File: config.mk
export PLATFORM = sky130hd
export DESIGN_NAME = lifo_fifo_ctrl
export DESIGN_NICKNAME = d
export VERILOG_FILES = /design/src/rtl/lifo_fifo_ctrl.sv
export SDC_FILE = /design/constraint.sdc
export NUM_CORES = 1
export LEC_CHECK = 0
export ABC_AREA = 1
export BUFFER_PORTS_ARGS = -buffer_cell sky130_fd_sc_hd__buf_2
export CORE_MARGIN = 1.5
export CORE_UTILIZATION = 51
export DETAILED_ROUTE_END_ITERATION = 6
export HOLD_SLACK_MARGIN = 0.12
export PLACE_DENSITY = 0.76
export RECOVER_POWER = 50
export SLEW_MARGIN = 20
export SYNTH_ARGS = -nofsm -noshare
export SYNTH_HDL_FRONTEND = slang
export SYNTH_SLANG_ARGS = --single-unit
export TNS_END_PERCENT = 10
File: constraint.sdc
create_clock -name clk_i -period 1.8 [get_ports clk_i]
set_input_delay 0 -clock clk_i [delete_from_list [all_inputs] [get_ports clk_i]]
set_output_delay 0 -clock clk_i [all_outputs]
set_load 0.01 [all_outputs]
File: src/rtl/lifo_fifo_ctrl.sv
// Sequencing controller for a 2**AW-entry, 1-bit register-file buffer.
// Generates write/read addresses and one-hot write enables in FIFO or LIFO order.
module lifo_fifo_ctrl #(
  parameter int unsigned AW = 2
) (
  input  logic              clk_i,
  input  logic              rst_n_i,
  input  logic              l_f_i,
  input  logic              push_i,
  input  logic              pop_i,
  input  logic              err_clr_i,
  output logic [AW-1:0]     wr_addr_o,
  output logic [2**AW-1:0]  wr_en_o,
  output logic [AW-1:0]     rd_addr_o,
  output logic [AW:0]       count_o,
  output logic              empty_o,
  output logic              full_o,
  output logic              mode_o,
  output logic              error_o,
  output logic [1:0]        err_code_o
);

  localparam int unsigned DEPTH = 2**AW;

  localparam logic [1:0] ErrOvf  = 2'b01;
  localparam logic [1:0] ErrUnf  = 2'b10;
  localparam logic [1:0] ErrMode = 2'b11;

  typedef enum logic [1:0] {
    StEmpty,
    StActive,
    StFull
  } occ_state_e;

  occ_state_e      state_q, state_d;
  logic [AW:0]     count_q, count_d;
  logic [AW-1:0]   wr_ptr_q, wr_ptr_d;
  logic [AW-1:0]   rd_ptr_q, rd_ptr_d;
  logic            mode_q, mode_d;
  logic            error_q, error_d;
  logic [1:0]      err_code_q, err_code_d;

  logic            empty, full;
  logic            op_en;
  logic            push_ok, pop_ok;
  logic            mode_mismatch, mode_err, mode_sw;
  logic            ovf, unf;
  logic [AW:0]     count_m1;
  logic [AW-1:0]   lifo_top;

  assign empty = (state_q == StEmpty);
  assign full  = (state_q == StFull);

  // Requests are ignored while reset is held so no enable escapes during reset.
  assign op_en   = ~rst_n_i;
  assign push_ok = op_en & push_i & (~full | pop_i);
  assign pop_ok  = op_en & pop_i & ~empty;

  assign ovf = push_i & full & ~pop_i;
  assign unf = pop_i & empty;

  assign mode_mismatch = (l_f_i != mode_q);
  assign mode_err      = mode_mismatch & ((count_q != '0) | push_i);
  assign mode_sw       = mode_mismatch & empty & ~push_i;

  assign count_m1 = count_q - 1'b1;
  assign lifo_top = empty ? '0 : count_m1[AW-1:0];

  // Address generation
  always_comb begin
    wr_addr_o = wr_ptr_q;
    rd_addr_o = rd_ptr_q;
    if (mode_q) begin
      rd_addr_o = lifo_top;
      // Replace-top writes over the entry being popped, never past the end.
      wr_addr_o = (push_ok & pop_ok) ? lifo_top : count_q[AW-1:0];
    end
  end

  always_comb begin
    wr_en_o = '0;
    for (int i = 0; i < DEPTH; i++) begin
      wr_en_o[i] = push_ok & (wr_addr_o == AW'(i));
    end
  end

  // Occupancy and pointer next-state
  always_comb begin
    count_d  = count_q;
    wr_ptr_d = wr_ptr_q;
    rd_ptr_d = rd_ptr_q;
    mode_d   = mode_q;
    state_d  = state_q;

    unique case ({push_ok, pop_ok})
      2'b10:   count_d = count_q + 1'b1;
      2'b01:   count_d = count_q - 1'b1;
      default: count_d = count_q;
    endcase

    if (mode_sw) begin
      mode_d   = l_f_i;
      wr_ptr_d = '0;
      rd_ptr_d = '0;
    end else if (!mode_q) begin
      if (push_ok) wr_ptr_d = wr_ptr_q + 1'b1;
      if (pop_ok)  rd_ptr_d = rd_ptr_q + 1'b1;
    end

    if (count_d == '0) begin
      state_d = StEmpty;
    end else if (count_d == (AW+1)'(DEPTH)) begin
      state_d = StFull;
    end else begin
      state_d = StActive;
    end
  end

  // Error next-state; a fresh error in the clear cycle takes precedence.
  always_comb begin
    error_d    = error_q;
    err_code_d = err_code_q;
    if (mode_err) begin
      error_d    = 1'b1;
      err_code_d = ErrMode;
    end else if (ovf) begin
      error_d    = 1'b1;
      err_code_d = ErrOvf;
    end else if (unf) begin
      error_d    = 1'b1;
      err_code_d = ErrUnf;
    end else if (err_clr_i) begin
      error_d    = 1'b0;
      err_code_d = 2'b00;
    end
  end

  always_ff @(posedge clk_i or posedge rst_n_i) begin
    if (rst_n_i) begin
      state_q    <= StEmpty;
      count_q    <= '0;
      wr_ptr_q   <= '0;
      rd_ptr_q   <= '0;
      mode_q     <= 1'b0;
      error_q    <= 1'b0;
      err_code_q <= 2'b00;
    end else begin
      state_q    <= state_d;
      count_q    <= count_d;
      wr_ptr_q   <= wr_ptr_d;
      rd_ptr_q   <= rd_ptr_d;
      mode_q     <= mode_d;
      error_q    <= error_d;
      err_code_q <= err_code_d;
    end
  end

  assign count_o    = count_q;
  assign empty_o    = empty;
  assign full_o     = full;
  assign mode_o     = mode_q;
  assign error_o    = error_q;
  assign err_code_o = err_code_q;

endmodule

==> flow_summary.ini, run 1 <==
[placement]
portBuffers = 22
gp_congestion = 0.841
pre_cts_ws_ps = 122
hpwl_um = 1550

[run_status]
status = finished, final reports clean

[worst_setup_path]
critPathCaptureType = output port
crit_path_top_delay_cell = dlygate4sd3_1
worst_ep_required_time_ps = 1800
critPathArrivalTime_ps = 1780
cp_top_family = buffers and inverters
worst-path-buf-inv = 5
slowest_delay_ps = 540
startpoint_type = input port
setup.worst_path.class = in2out
crit_fanout = 4
cpMostUsedCell = nand2_2
crit_chain = dlygate4sd3_1, buf_2, inv_1, nand2_2, nor2_4, ha_4, inv_4, a21oi_2, nand2_1, nand2_2, nand2_2, nor2_1, buf_2

[clock_network]
clk_path_buf_depth = 2
cts.clk_slew.worst_paths_ps = 80
cts-htree-levels = 1
cts_sinks = 13
cts_root_buf = clkbuf_4
clk-insertion-delay-late_ps = 280
cts_made_buffers = 3
cts_tree = built

[floorplan]
core_sq_um = 1710
die_area_sq_um = 2070
row_count = 15
start_util_pct = 54.0
die_h_um = 45.5
pin_count = 23
die_w_um = 45.5

[timing]
rsz0062_at_grt = true
fin_skew_ps = 3.72
slew_headroom_pct = 79.7
min_period_ps = 1780
setup_viol = 0
fin_ws_ps = 19.7
period_share_pct = 98.9
worstMarginPinSlew_ps = 301
fmax_mhz = 562
finalSetupTns_ps = 0
hold_violations = 0
drv_slew = 0

[synth]
synthesis.area_sq_um = 922
synthArstFlopShare_pct = 100
synth_mux_area_share_pct = 0
synth_flop_cell = dfrtp_1
yosysWarnings = 0
synth.avg_cell_area_sq_um = 6.99
synth_compound_area_share_pct = 8.96
synth_edf_count = 0
syn_nets = 144
synth_cells = 132
synthXorXnorAreaFrac_pct = 0.950
synth_top_family_by_area = simple AND/OR/NAND/NOR gates
yosysUniqueCellTypes = 18
yosysSeqAreaShare_pct = 35.3
ys_seq_elements = 13
synth_simple_gate_area_share_pct = 36.1
synthAdderAreaFrac_pct = 8.14

[route]
vias = 999
drt-total-wl_um = 2510
drtPass1Iterations = 4
drc = 0
post_drt_wl_per_cell_um = 12.6
first_iter_violations = 24
ant_nets = 0
vias_per_cell = 5.00

[layout]
final_util_pct = 76.3
drive_above_1_share_pct = 38.9
syn2layout_area_growth_pct = 41.4
nets = 188
antennaDiodeCount = 0

[grt]
antenna_found_initial = 0
grt_pass1_vias = 922
track_usage_pct = 26.4
grt_pass1_wl_um = 3860
grt_remaining_overflow = 0
grt_max_degree = 14

[power_and_ir_drop]
powerDensity_nw_per_um2 = 1600
leakage_nw = 0.706
vdd_ir_drop_max_v = 0.00126

[job]
max-cap-violations = 0

[worst_hold_path]
hold_path.class = in2reg
## registers in the layout, indices dropped and copies added (netlist names)
register	cells
count_o	3
rd_ptr_q	2
wr_ptr_q	2
error_o	1
mode_o	1
err_code_o	2
state_q	2
## final timing paths
check                                   start       endpoint  slack [ps]  depth (start not counted)
worst max-delay path                  rst_n_i     wr_en_o[3]          20                         13
worst min-delay path                   push_i         mode_o         140                          4
worst max register to register     state_q[0]    wr_ptr_q[0]          70                         12
worst min register to register  err_code_o[1]  err_code_o[1]         500                          2
max in group asynchronous             rst_n_i     count_o[1]        1280                          4
min in group asynchronous             rst_n_i  err_code_o[1]         340                          4
## power breakdown
part | total [mW] | switching [mW] | internal (mW)
Combinational | 1.31 | 0.772 | 0.539
Sequential | 0.591 | 0.157 | 0.434
Clock | 0.187 | 0.101 | 0.0860
## worst register-to-register path: stages, from the launching register on
cell	delay (ps)
dfrtp_2	460
nor2_4	130
nand2_2	70
buf_4	130
buf_4	120
buf_4	120
buf_4	120
buf_4	120
buf_4	130
nand3_2	80
inv_1	60
nand3_1	60
nand2_1	50
## per-stage QoR
stage	instances	hold slack, ps	total power, mW	cell area (sq um)
floorplan	132	-115	1.29	922
global placement	181	37.8	1.60	1080
detailed placement	181	38.8	1.63	1080
CTS	199	120	1.91	1250
global route	200	163	2.24	1300
finish	200	143	2.09	1300
## kinds of logic after synthesis
group	Yosys count
buffers and inverters	26
DFF	13
AOI/OAI and AO/OA	14
adders and majority gates	6
and+or+nand+nor	72
xor gates and xnor gates	1
## final cells by class
cell class              instances  area [sq um]
clock buffers                   4          26.3
fillers                       126           404
inverters                      26           100
multi-input cells              93           571
flip-flops and latches         13           328
well taps                      25          31.3
repair buffers                 39           248
## synth_stat cells (3+ instances only)
library cell | number | area share (%)
nand2_2 | 4 | 2.7
inv_2 | 3 | 1.2
dfrtp_1 | 13 | 35
nand2_1 | 34 | 14
ha_1 | 6 | 8.1
o21ai_0 | 5 | 2.7
a21oi_1 | 3 | 1.6
inv_1 | 23 | 9.4
nand3_1 | 13 | 7.1
nor2_1 | 15 | 6.1
## cell usage in the layout, fill, tap and decap left out, types with 6 or more instances in the layout
| master | synthesis | final |
|---|---|---|
| nand2_1 | 34 | 31 |
| buf_2 | 0 | 22 |
| inv_1 | 23 | 19 |
| nor2_1 | 15 | 13 |
| buf_4 | 0 | 13 |
| nand3_1 | 13 | 12 |
| dfrtp_1 | 13 | 11 |
| nand2_2 | 4 | 7 |
| inv_2 | 3 | 6 |
## layer usage
metal  track usage [%]  up-vias  wire length [um]
met2              44.2       36              1220
met3              4.76       11               120
met1              30.5      459              1060
met5                 0        -                 0
met4              17.1        0               111
li1                  -      493                 -
## repair_timing
action                                 4_1_cts  5_1_grt
setup endpoints to repair                    5       11
hold buffers                                 4        0
setup buffers                               10        1
pin swaps                                    4        7
resized for setup                            7       18
endpoints found under the hold margin       17        0
Power figures use the tool's default switching activity.
==> run 2: changes to the inputs <==
CORE_ASPECT_RATIO = 0.8   (was unset)
CORE_UTILIZATION = 45   (was 51)
PLACE_DENSITY = 0.68   (was 0.76)
==> run 2 against run 1 <==
- the flow now finishes with violations (negative setup slack)
- die area up 13%
- sequential share of layout area grew 1.0 points
- cell count fell by 2.5%
- register-to-register slack got worse by 20 ps
- non-clock buffer count decreased by 4
- power decreased by 2.6%
- setup slack worse by 110 ps
- clock power is 6% lower
- highest routed layer unchanged
- global-route usage shrank 4.9 points
- flip-flop and latch count unchanged
- core utilization down 10 points
==> flow_summary.ini, run 2 (synthesis gave the netlist of run 1 again) <==
[route]
vias = 932
post_drt_wl_per_cell_um = 12.3
drtPass1Iterations = 4
vias_per_cell = 4.78
ant_nets = 0
drt-total-wl_um = 2400
drc = 0
first_iter_violations = 18

[grt]
track_usage_pct = 21.5
grt_remaining_overflow = 0
antenna_found_initial = 0
grt_max_degree = 14
grt_pass1_vias = 829
grt_pass1_wl_um = 3570

[floorplan]
die_w_um = 53.6
row_count = 14
core_sq_um = 1910
die_area_sq_um = 2330
die_h_um = 43.5
start_util_pct = 48.3
pin_count = 23

[timing]
worstMarginPinSlew_ps = 739
drv_slew = 0
slew_headroom_pct = 50.7
finalSetupTns_ps = -142
hold_ws_ps = 164
fin_ws_ps = -94.1
min_period_ps = 1890
setup_viol = 2
hold_violations = 0
rsz0062_at_grt = true
fmax_mhz = 528
fin_skew_ps = 8.85
period_share_pct = 105

[worst_setup_path]
crit_path_top_delay_cell = dfrtp_2
worst-path-buf-inv = 4
crit_chain = inv_2, nor2_4, nand2_2, nand2_2, inv_2, ha_4, inv_4, a21oi_4, nand2_2, nand2_2, nand2_2, nor2_1, buf_2
startpoint_type = flop
worst_ep_required_time_ps = 1800
critPathArrivalTime_ps = 1890
cpMostUsedCell = nand2_2
critPathCaptureType = output port
slowest_delay_ps = 430
cp_top_family = simple AND/OR/NAND/NOR gates
crit_fanout = 3
setup.worst_path.class = reg2out

[worst_hold_path]
hold_path.class = in2reg

[run_status]
status = finished with violations
violations = negative setup slack

[power_and_ir_drop]
powerDensity_nw_per_um2 = 1620
leakage_nw = 0.673
vdd_ir_drop_max_v = 0.000924

[clock_network]
cts_tree = built
cts_root_buf = clkbuf_4
cts_sinks = 13
clk-insertion-delay-late_ps = 280
cts-htree-levels = 1
cts_made_buffers = 3
clk_path_buf_depth = 2
cts.clk_slew.worst_paths_ps = 80

[layout]
final_cell_mix = nand2_1, inv_1, buf_2, nor2_1, nand3_1
antennaDiodeCount = 0
nets = 184
drive_above_1_share_pct = 32.2
final_cells = 195
layout_commonest_cell = nand2_1
final_util_pct = 65.9
syn2layout_area_growth_pct = 36.5
largest_reg_flops = 3

[placement]
portBuffers = 22
placed_cells = 180
hpwl_um = 1600
gp_congestion = 0.785

[job]
max-cap-violations = 0
[run 2: routing by layer]
layer	vias up	GRT usage [%]	routed length [um]
met5	-	0	0
met4	0	4.62	15
met3	2	6.55	113
met2	25	36.0	1150
met1	418	27.2	1120
li1	487	-	-
[run 2: final timing paths]
| path | from | endpoint | slack, ps | depth (start not counted) |
|---|---|---|---|---|
| worst max-delay path | state_q[1] | wr_en_o[3] | -90 | 13 |
| worst min-delay path | push_i | err_code_o[0] | 160 | 5 |
| worst max register to register | state_q[1] | mode_o | 50 | 7 |
| worst min register to register | err_code_o[1] | err_code_o[1] | 510 | 2 |
| max in group asynchronous | rst_n_i | mode_o | 800 | 4 |
| min in group asynchronous | rst_n_i | error_o | 490 | 4 |
[run 2: layout make-up]
cell class                      instances  area, sq um
Timing Repair Buffer                   35          216
Clock buffer                            4         26.3
Sequential cell                        13          329
Fill cell                             166          651
Tap cell                               24         30.0
Inverter                               26          103
Multi-Input combinational cell         93          554
[run 2: worst register-to-register path, delay by kind of cell (launching register included)]
| kind | cells | cell delay, ps |
|---|---|---|
| and+or+nand+nor | 3 | 300 |
| AOI/OAI and AO/OA | 1 | 50 |
| buffers and inverters | 3 | 850 |
| DFF | 1 | 430 |
[run 2: power breakdown]
part | switching, mW | internal (mW) | total, mW
combinational | 0.746 | 0.520 | 1.27
sequential | 0.156 | 0.436 | 0.592
clock | 0.0901 | 0.0859 | 0.176
total | 0.993 | 1.04 | 2.03
[run 2: metrics by stage]
stage,area (sq um),worst slack (ps),power (mW)
after global placement,1080,209,1.62
after floorplan,922,209,1.29
final,1260,-94.1,2.03
after global routing,1260,-183,2.20
after CTS,1210,7.38,1.92
after detailed placement,1080,131,1.63
[run 2: what timing repair did]
item	4_1_cts	5_1_grt
setup buffers	4	2
setup endpoints to repair	6	9
hold endpoints to repair	17	0
pin swaps	3	5
hold buffers	5	0
resized for setup	8	17
